## config.mk

```make
export PLATFORM = sky130hd
export DESIGN_NAME = mvm_host_driver
export DESIGN_NICKNAME = d
export VERILOG_FILES = /design/src/rtl/mvm_host_driver.sv
export SDC_FILE = /design/constraint.sdc
export NUM_CORES = 1
export LEC_CHECK = 0
export CAP_MARGIN = 40
export CORE_UTILIZATION = 44
export CTS_CLUSTER_DIAMETER = 150
export DETAILED_ROUTE_END_ITERATION = 16
export PLACE_DENSITY = 0.67
export SLEW_MARGIN = 0
export SYNTH_ARGS = -nofsm -noshare
export SYNTH_HDL_FRONTEND = slang
export SYNTH_SLANG_ARGS = --single-unit
export TNS_END_PERCENT = 1
```

## constraint.sdc

```tcl
create_clock -name clk -period 7.7 [get_ports clk]
set_input_delay 1.155 -clock clk [delete_from_list [all_inputs] [get_ports clk]]
set_output_delay 1.155 -clock clk [all_outputs]
set_load 0.005 [all_outputs]
```

## src/rtl/mvm_host_driver.sv

```systemverilog
// Host-side sequencer for the mvm engine: buffers the N*N+N operands, drives the start/data_in
// protocol, captures the result burst and returns it downstream on a valid/ready stream.
module mvm_host_driver #(
  parameter int MAT_SCALE    = 4,
  parameter int INPUT_WIDTH  = 8,
  parameter int OUTPUT_WIDTH = 16,
  parameter int RESULT_LAG   = 1,
  parameter int TIMEOUT      = 255
) (
  input  logic                    clk,
  input  logic                    reset,
  input  logic                    in_valid,
  output logic                    in_ready,
  input  logic [INPUT_WIDTH-1:0]  in_data,
  output logic                    out_valid,
  input  logic                    out_ready,
  output logic [OUTPUT_WIDTH-1:0] out_data,
  output logic                    out_last,
  output logic                    mvm_start,
  output logic [INPUT_WIDTH-1:0]  mvm_data,
  input  logic                    mvm_done,
  input  logic [OUTPUT_WIDTH-1:0] mvm_result,
  output logic                    busy,
  output logic                    error
);

  localparam int N_OPS  = MAT_SCALE * MAT_SCALE + MAT_SCALE;
  localparam int CNT_W  = $clog2(N_OPS + 1);
  localparam int WAIT_W = $clog2(TIMEOUT + 1);
  localparam int LAG_W  = $clog2(RESULT_LAG + 1);

  localparam logic [2:0] S_IDLE      = 3'd0;
  localparam logic [2:0] S_LOAD      = 3'd1;
  localparam logic [2:0] S_START     = 3'd2;
  localparam logic [2:0] S_STREAM    = 3'd3;
  localparam logic [2:0] S_WAIT_DONE = 3'd4;
  localparam logic [2:0] S_CAPTURE   = 3'd5;
  localparam logic [2:0] S_DRAIN     = 3'd6;

  logic [2:0]              r_state;
  logic [CNT_W-1:0]        r_op_cnt;
  logic [CNT_W-1:0]        r_res_cnt;
  logic [CNT_W-1:0]        r_rd_cnt;
  logic [WAIT_W-1:0]       r_wait_cnt;
  logic [LAG_W-1:0]        r_lag;
  logic [INPUT_WIDTH-1:0]  r_op_buf  [N_OPS];
  logic [OUTPUT_WIDTH-1:0] r_res_buf [MAT_SCALE];
  logic                    r_in_ready;
  logic                    r_out_valid;
  logic                    r_mvm_start;
  logic [INPUT_WIDTH-1:0]  r_mvm_data;
  logic                    r_error;

  logic                    w_accept;
  logic                    w_op_last;
  logic                    w_res_last;
  logic                    w_rd_last;
  logic [CNT_W-1:0]        w_op_nxt;

  assign w_accept   = in_valid & r_in_ready;
  assign w_op_last  = (r_op_cnt == CNT_W'(N_OPS - 1));
  assign w_res_last = (r_res_cnt == CNT_W'(MAT_SCALE - 1));
  assign w_rd_last  = (r_rd_cnt == CNT_W'(MAT_SCALE - 1));
  assign w_op_nxt   = r_op_cnt + CNT_W'(1);

  assign in_ready  = r_in_ready;
  assign out_valid = r_out_valid;
  assign out_data  = r_out_valid ? r_res_buf[r_rd_cnt] : '0;
  assign out_last  = r_out_valid & w_rd_last;
  assign mvm_start = r_mvm_start;
  assign mvm_data  = r_mvm_data;
  assign busy      = (r_state != S_IDLE);
  assign error     = r_error;

  always_ff @(posedge clk) begin
    if (reset) begin
      r_state     <= S_IDLE;
      r_op_cnt    <= '0;
      r_res_cnt   <= '0;
      r_rd_cnt    <= '0;
      r_wait_cnt  <= '0;
      r_lag       <= '0;
      r_in_ready  <= 1'b0;
      r_out_valid <= 1'b0;
      r_mvm_start <= 1'b0;
      r_mvm_data  <= '0;
      r_error     <= 1'b0;
      for (int i = 0; i < N_OPS; i++) r_op_buf[i] <= '0;
      for (int i = 0; i < MAT_SCALE; i++) r_res_buf[i] <= '0;
    end else begin
      case (r_state)
        S_IDLE: begin
          r_in_ready <= 1'b1;
          r_state    <= S_LOAD;
        end
        S_LOAD: begin
          if (w_accept) begin
            r_op_buf[r_op_cnt] <= in_data;
            r_op_cnt           <= w_op_nxt;
            if (w_op_last) begin
              r_in_ready  <= 1'b0;
              r_mvm_start <= 1'b1;
              r_mvm_data  <= r_op_buf[0];
              r_state     <= S_START;
            end
          end
        end
        S_START: begin
          r_mvm_start <= 1'b0;
          r_mvm_data  <= r_op_buf[0];
          r_op_cnt    <= '0;
          r_state     <= S_STREAM;
        end
        // mvm_data always shows op_buf[r_op_cnt]; the next word is fetched one cycle ahead.
        S_STREAM: begin
          if (w_op_last) begin
            r_op_cnt   <= '0;
            r_wait_cnt <= '0;
            r_state    <= S_WAIT_DONE;
          end else begin
            r_mvm_data <= r_op_buf[w_op_nxt];
            r_op_cnt   <= w_op_nxt;
          end
        end
        S_WAIT_DONE: begin
          if (mvm_done) begin
            r_wait_cnt <= '0;
            r_lag      <= LAG_W'(RESULT_LAG - 1);
            r_res_cnt  <= '0;
            r_state    <= S_CAPTURE;
          end else if (r_wait_cnt == WAIT_W'(TIMEOUT - 1)) begin
            r_wait_cnt <= '0;
            r_error    <= 1'b1;
            r_state    <= S_IDLE;
          end else begin
            r_wait_cnt <= r_wait_cnt + WAIT_W'(1);
          end
        end
        S_CAPTURE: begin
          if (r_lag != '0) begin
            r_lag <= r_lag - LAG_W'(1);
          end else begin
            r_res_buf[r_res_cnt] <= mvm_result;
            if (w_res_last) begin
              r_res_cnt   <= '0;
              r_rd_cnt    <= '0;
              r_out_valid <= 1'b1;
              r_state     <= S_DRAIN;
            end else begin
              r_res_cnt <= r_res_cnt + CNT_W'(1);
            end
          end
        end
        S_DRAIN: begin
          if (out_ready) begin
            if (w_rd_last) begin
              r_out_valid <= 1'b0;
              r_rd_cnt    <= '0;
              r_state     <= S_IDLE;
            end else begin
              r_rd_cnt <= r_rd_cnt + CNT_W'(1);
            end
          end
        end
        default: r_state <= S_IDLE;
      endcase
    end
  end

endmodule

```

==> results.toml <==
[logic_synthesis]
synth_top_area_frac = 0.5889
yosys-top-cells-count = "320 x edfxtp_1, 244 x and2_1, 201 x nand2_1"
synth.avg_cell_area_sq_um = 12.08
syn_inst = 1351
synth_nets = 1388
synth_sequential_area_ratio = 0.6379
async_flop_share = 0
synth_warnings = 0
syn_area_sq_um = 16320
synth.ff_latch_count = 360
synth.distinct_cells = 50
synth_flop_cell = "edfxtp_1"
yosys.area.top_type = "edfxtp_1"
synth_edf_count = 320
synth_top_cells_by_area = "edfxtp_1 59%, and2_1 9.4%, dfxtp_1 4.9%, mux4_2 4.7%, nand2_1 4.6%"
yosys.cell_count.top_type = "edfxtp_1"

[floorplan]
std_cell_rows = 70
dieArea_sq_um = 37860
die_x_microns = 194.6
start_util = 0.4468
ioPinCount = 59
die_h_microns = 194.6
core_sq_um = 36520

[cells_and_area]
nFillCells = 3114
fin_util = 0.5099
layoutNonFillerInstCount = 1887
multi_input_area_sq_um = 5579
seqCellArea_sq_um = 10410
area_growth_pct = 14.13
drive_gt1_frac = 0.1085
n_antenna_cell = 0
fin_nets = 1428

[setup_path]
startpoint = "r_op_cnt[1]"
worstSetupStartpointType = "flop"
rr_startpoint = "r_op_cnt[1]"
endpoint_kind = "flop"
crit_arrival_ns = 4.44
worst-setup-path-type = "reg -> reg"
worstPathRequired_ns = 8.14
worstPathMaxFanout = 47

[detailed_routing]
drt_pass1_iterations = 5
via_per_inst = 5.582
wl_mm = 38.32
ant_nets = 0
initialDrtViolationCount = 1073
wl_per_cell_microns = 20.31
drc_errors = 0
route.vias.total = 10530

[power]
combPwrFrac = 0.065
netSwitchingPower_uw = 944.8
switching_share = 0.2207
ir_drop_uv = 122.2
total_power_mw = 4.281
seqPwrFrac = 0.511
internal_power_mw = 3.336
clock_power_share = 0.424
p_per_area_nw_per_um2 = 229.9
power.leakage_nw = 6.389

[clocking]
clk_path_buf_depth = 3
ctsResizeCount = 0
holdBufCountCts = 0
cts_tree = "built"
cts_root_buffer = "clkbuf_16"
clkLatencyLatePin_ns = 0.53
numCtsBuffers = 39
cts_htree_levels = 2
clock-sinks = 360
postCtsSetupRepairBufs = 0
clk_pin_slew_worst_paths_ns = 0.06

[outcome]
outcome = "completed"

[placed_design]
gp_congestion = 0.8744
port_buffers = 58
hpwlAfterDp_mm = 24.41
dp_cells = 1818

[sta]
tightestPinTransition_ns = 0.8415
finClkSkew_ns = 0.02293
max_freq_mhz = 250.2
setup-violations-final = 0
rsz0062_at_grt = "no"
relSlewSlack = 0.4356
hold_viol = 0
post-route-min-period_ns = 3.997
final.setup.tns_ns = 0
drv_slew = 0
layout_worst_path_cycle_share = 0.5190

[grt]
grt_util_all_layers = 0.2049
grt_pass1_wl_mm = 59.31
grt_max_degree = 65
grt_overflow = 0
first_global_vias = 10110
grt_antenna_before_repair = 0

[run]
cap_violations = 0

[worst_hold_path]
min_path_type = "reg -> reg"
min_from = "r_wait_cnt[7]"
cell families (layout without fill, tap and decap cells):
group | count (synthesis) | in the layout | synth area share
xor+xnor | 6 | 6 | 0.003220
compound gates | 130 | 130 | 0.05130
buf+inv | 96 | 164 | 0.02292
simple gates | 700 | 700 | 0.2211
mux | 51 | 51 | 0.05735
flops | 360 | 360 | 0.6379
fa+ha+maj | 8 | 8 | 0.006134
power by group through the flow:
stage	clock (mW)	sequential (mW)	combinational, mW
floorplan	0	2.22	0.164
global placement	0	2.23	0.269
detailed placement	0	2.23	0.278
CTS	1.84	2.19	0.279
global route	1.91	2.19	0.302
finish	1.81	2.19	0.279
worst max-delay path, cell delays in order, from the launching register on:
cell and delay (ns):
dfxtp_1 0.48, ha_1 0.64, xor2_4 0.54, buf_4 0.53, buf_12 0.30, mux2i_1 0.12
o22ai_1 0.34, nor4_1 0.12, or4_1 0.56, a211oi_1 0.25
per-layer routing:
metal / up-vias / wire length, microns / global-route usage
li1: 4922 / - / -
met1: 5144 / 16710 / 0.2844
met2: 399 / 17980 / 0.3282
met3: 68 / 2696 / 0.03731
met4: 0 / 927 / 0.06202
met5: - / 0 / 0
path summary, 6_finish.rpt:
path                                 endpoint  cells past startpoint  slack, ns
worst min-delay path            r_wait_cnt[7]                      1       0.46
worst max-delay path              mvm_data[2]                      9       3.70
worst max register to register    mvm_data[2]                      9       3.70
worst min register to register  r_wait_cnt[7]                      1       0.46
cell type report:
type	count	area share
clock buffer	44	0.05341
clock inverter	25	0.01317
inverter	16	0.003225
multi-input combinational	895	0.2996
sequential	360	0.5590
tap	468	0.03144
timing repair buffer	79	0.04024
cells in the final DEF (no fill, tap or decap), drive strengths merged, types with 18 or more instances in the layout:
cell type,netlist,final
dfxtp,40,40
edfxtp,320,320
clkbuf,68,44
and2,244,244
nand3,70,70
clkdlybuf4s50,0,53
nand2,201,201
or2,28,28
inv,16,18
nor2,84,84
buf,12,26
a21oi,47,47
mux4,34,34
metrics by stage:
| step | instance area (sq um) | hold WS (ns) | worst slack, ns |
|---|---|---|---|
| detailed placement | 17380 | 0.4506 | 3.622 |
| global route | 18620 | 0.4999 | 3.500 |
| global placement | 17330 | 0.4518 | 3.507 |
| CTS | 18620 | 0.4623 | 3.773 |
| finish | 18620 | 0.4642 | 3.703 |
| floorplan | 16320 | 0.4366 | 4.610 |
registers in the layout, indices dropped and copies added, names as in the netlist, named ones only:
register and cells:
r_op_cnt 5, r_rd_cnt 5, r_res_cnt 5, r_res_buf 64, r_op_buf 256, error 1, out_valid 1, mvm_start 1
r_state 3, in_ready 1, mvm_data 8, r_wait_cnt 8
(Power assumes the default switching activity.)
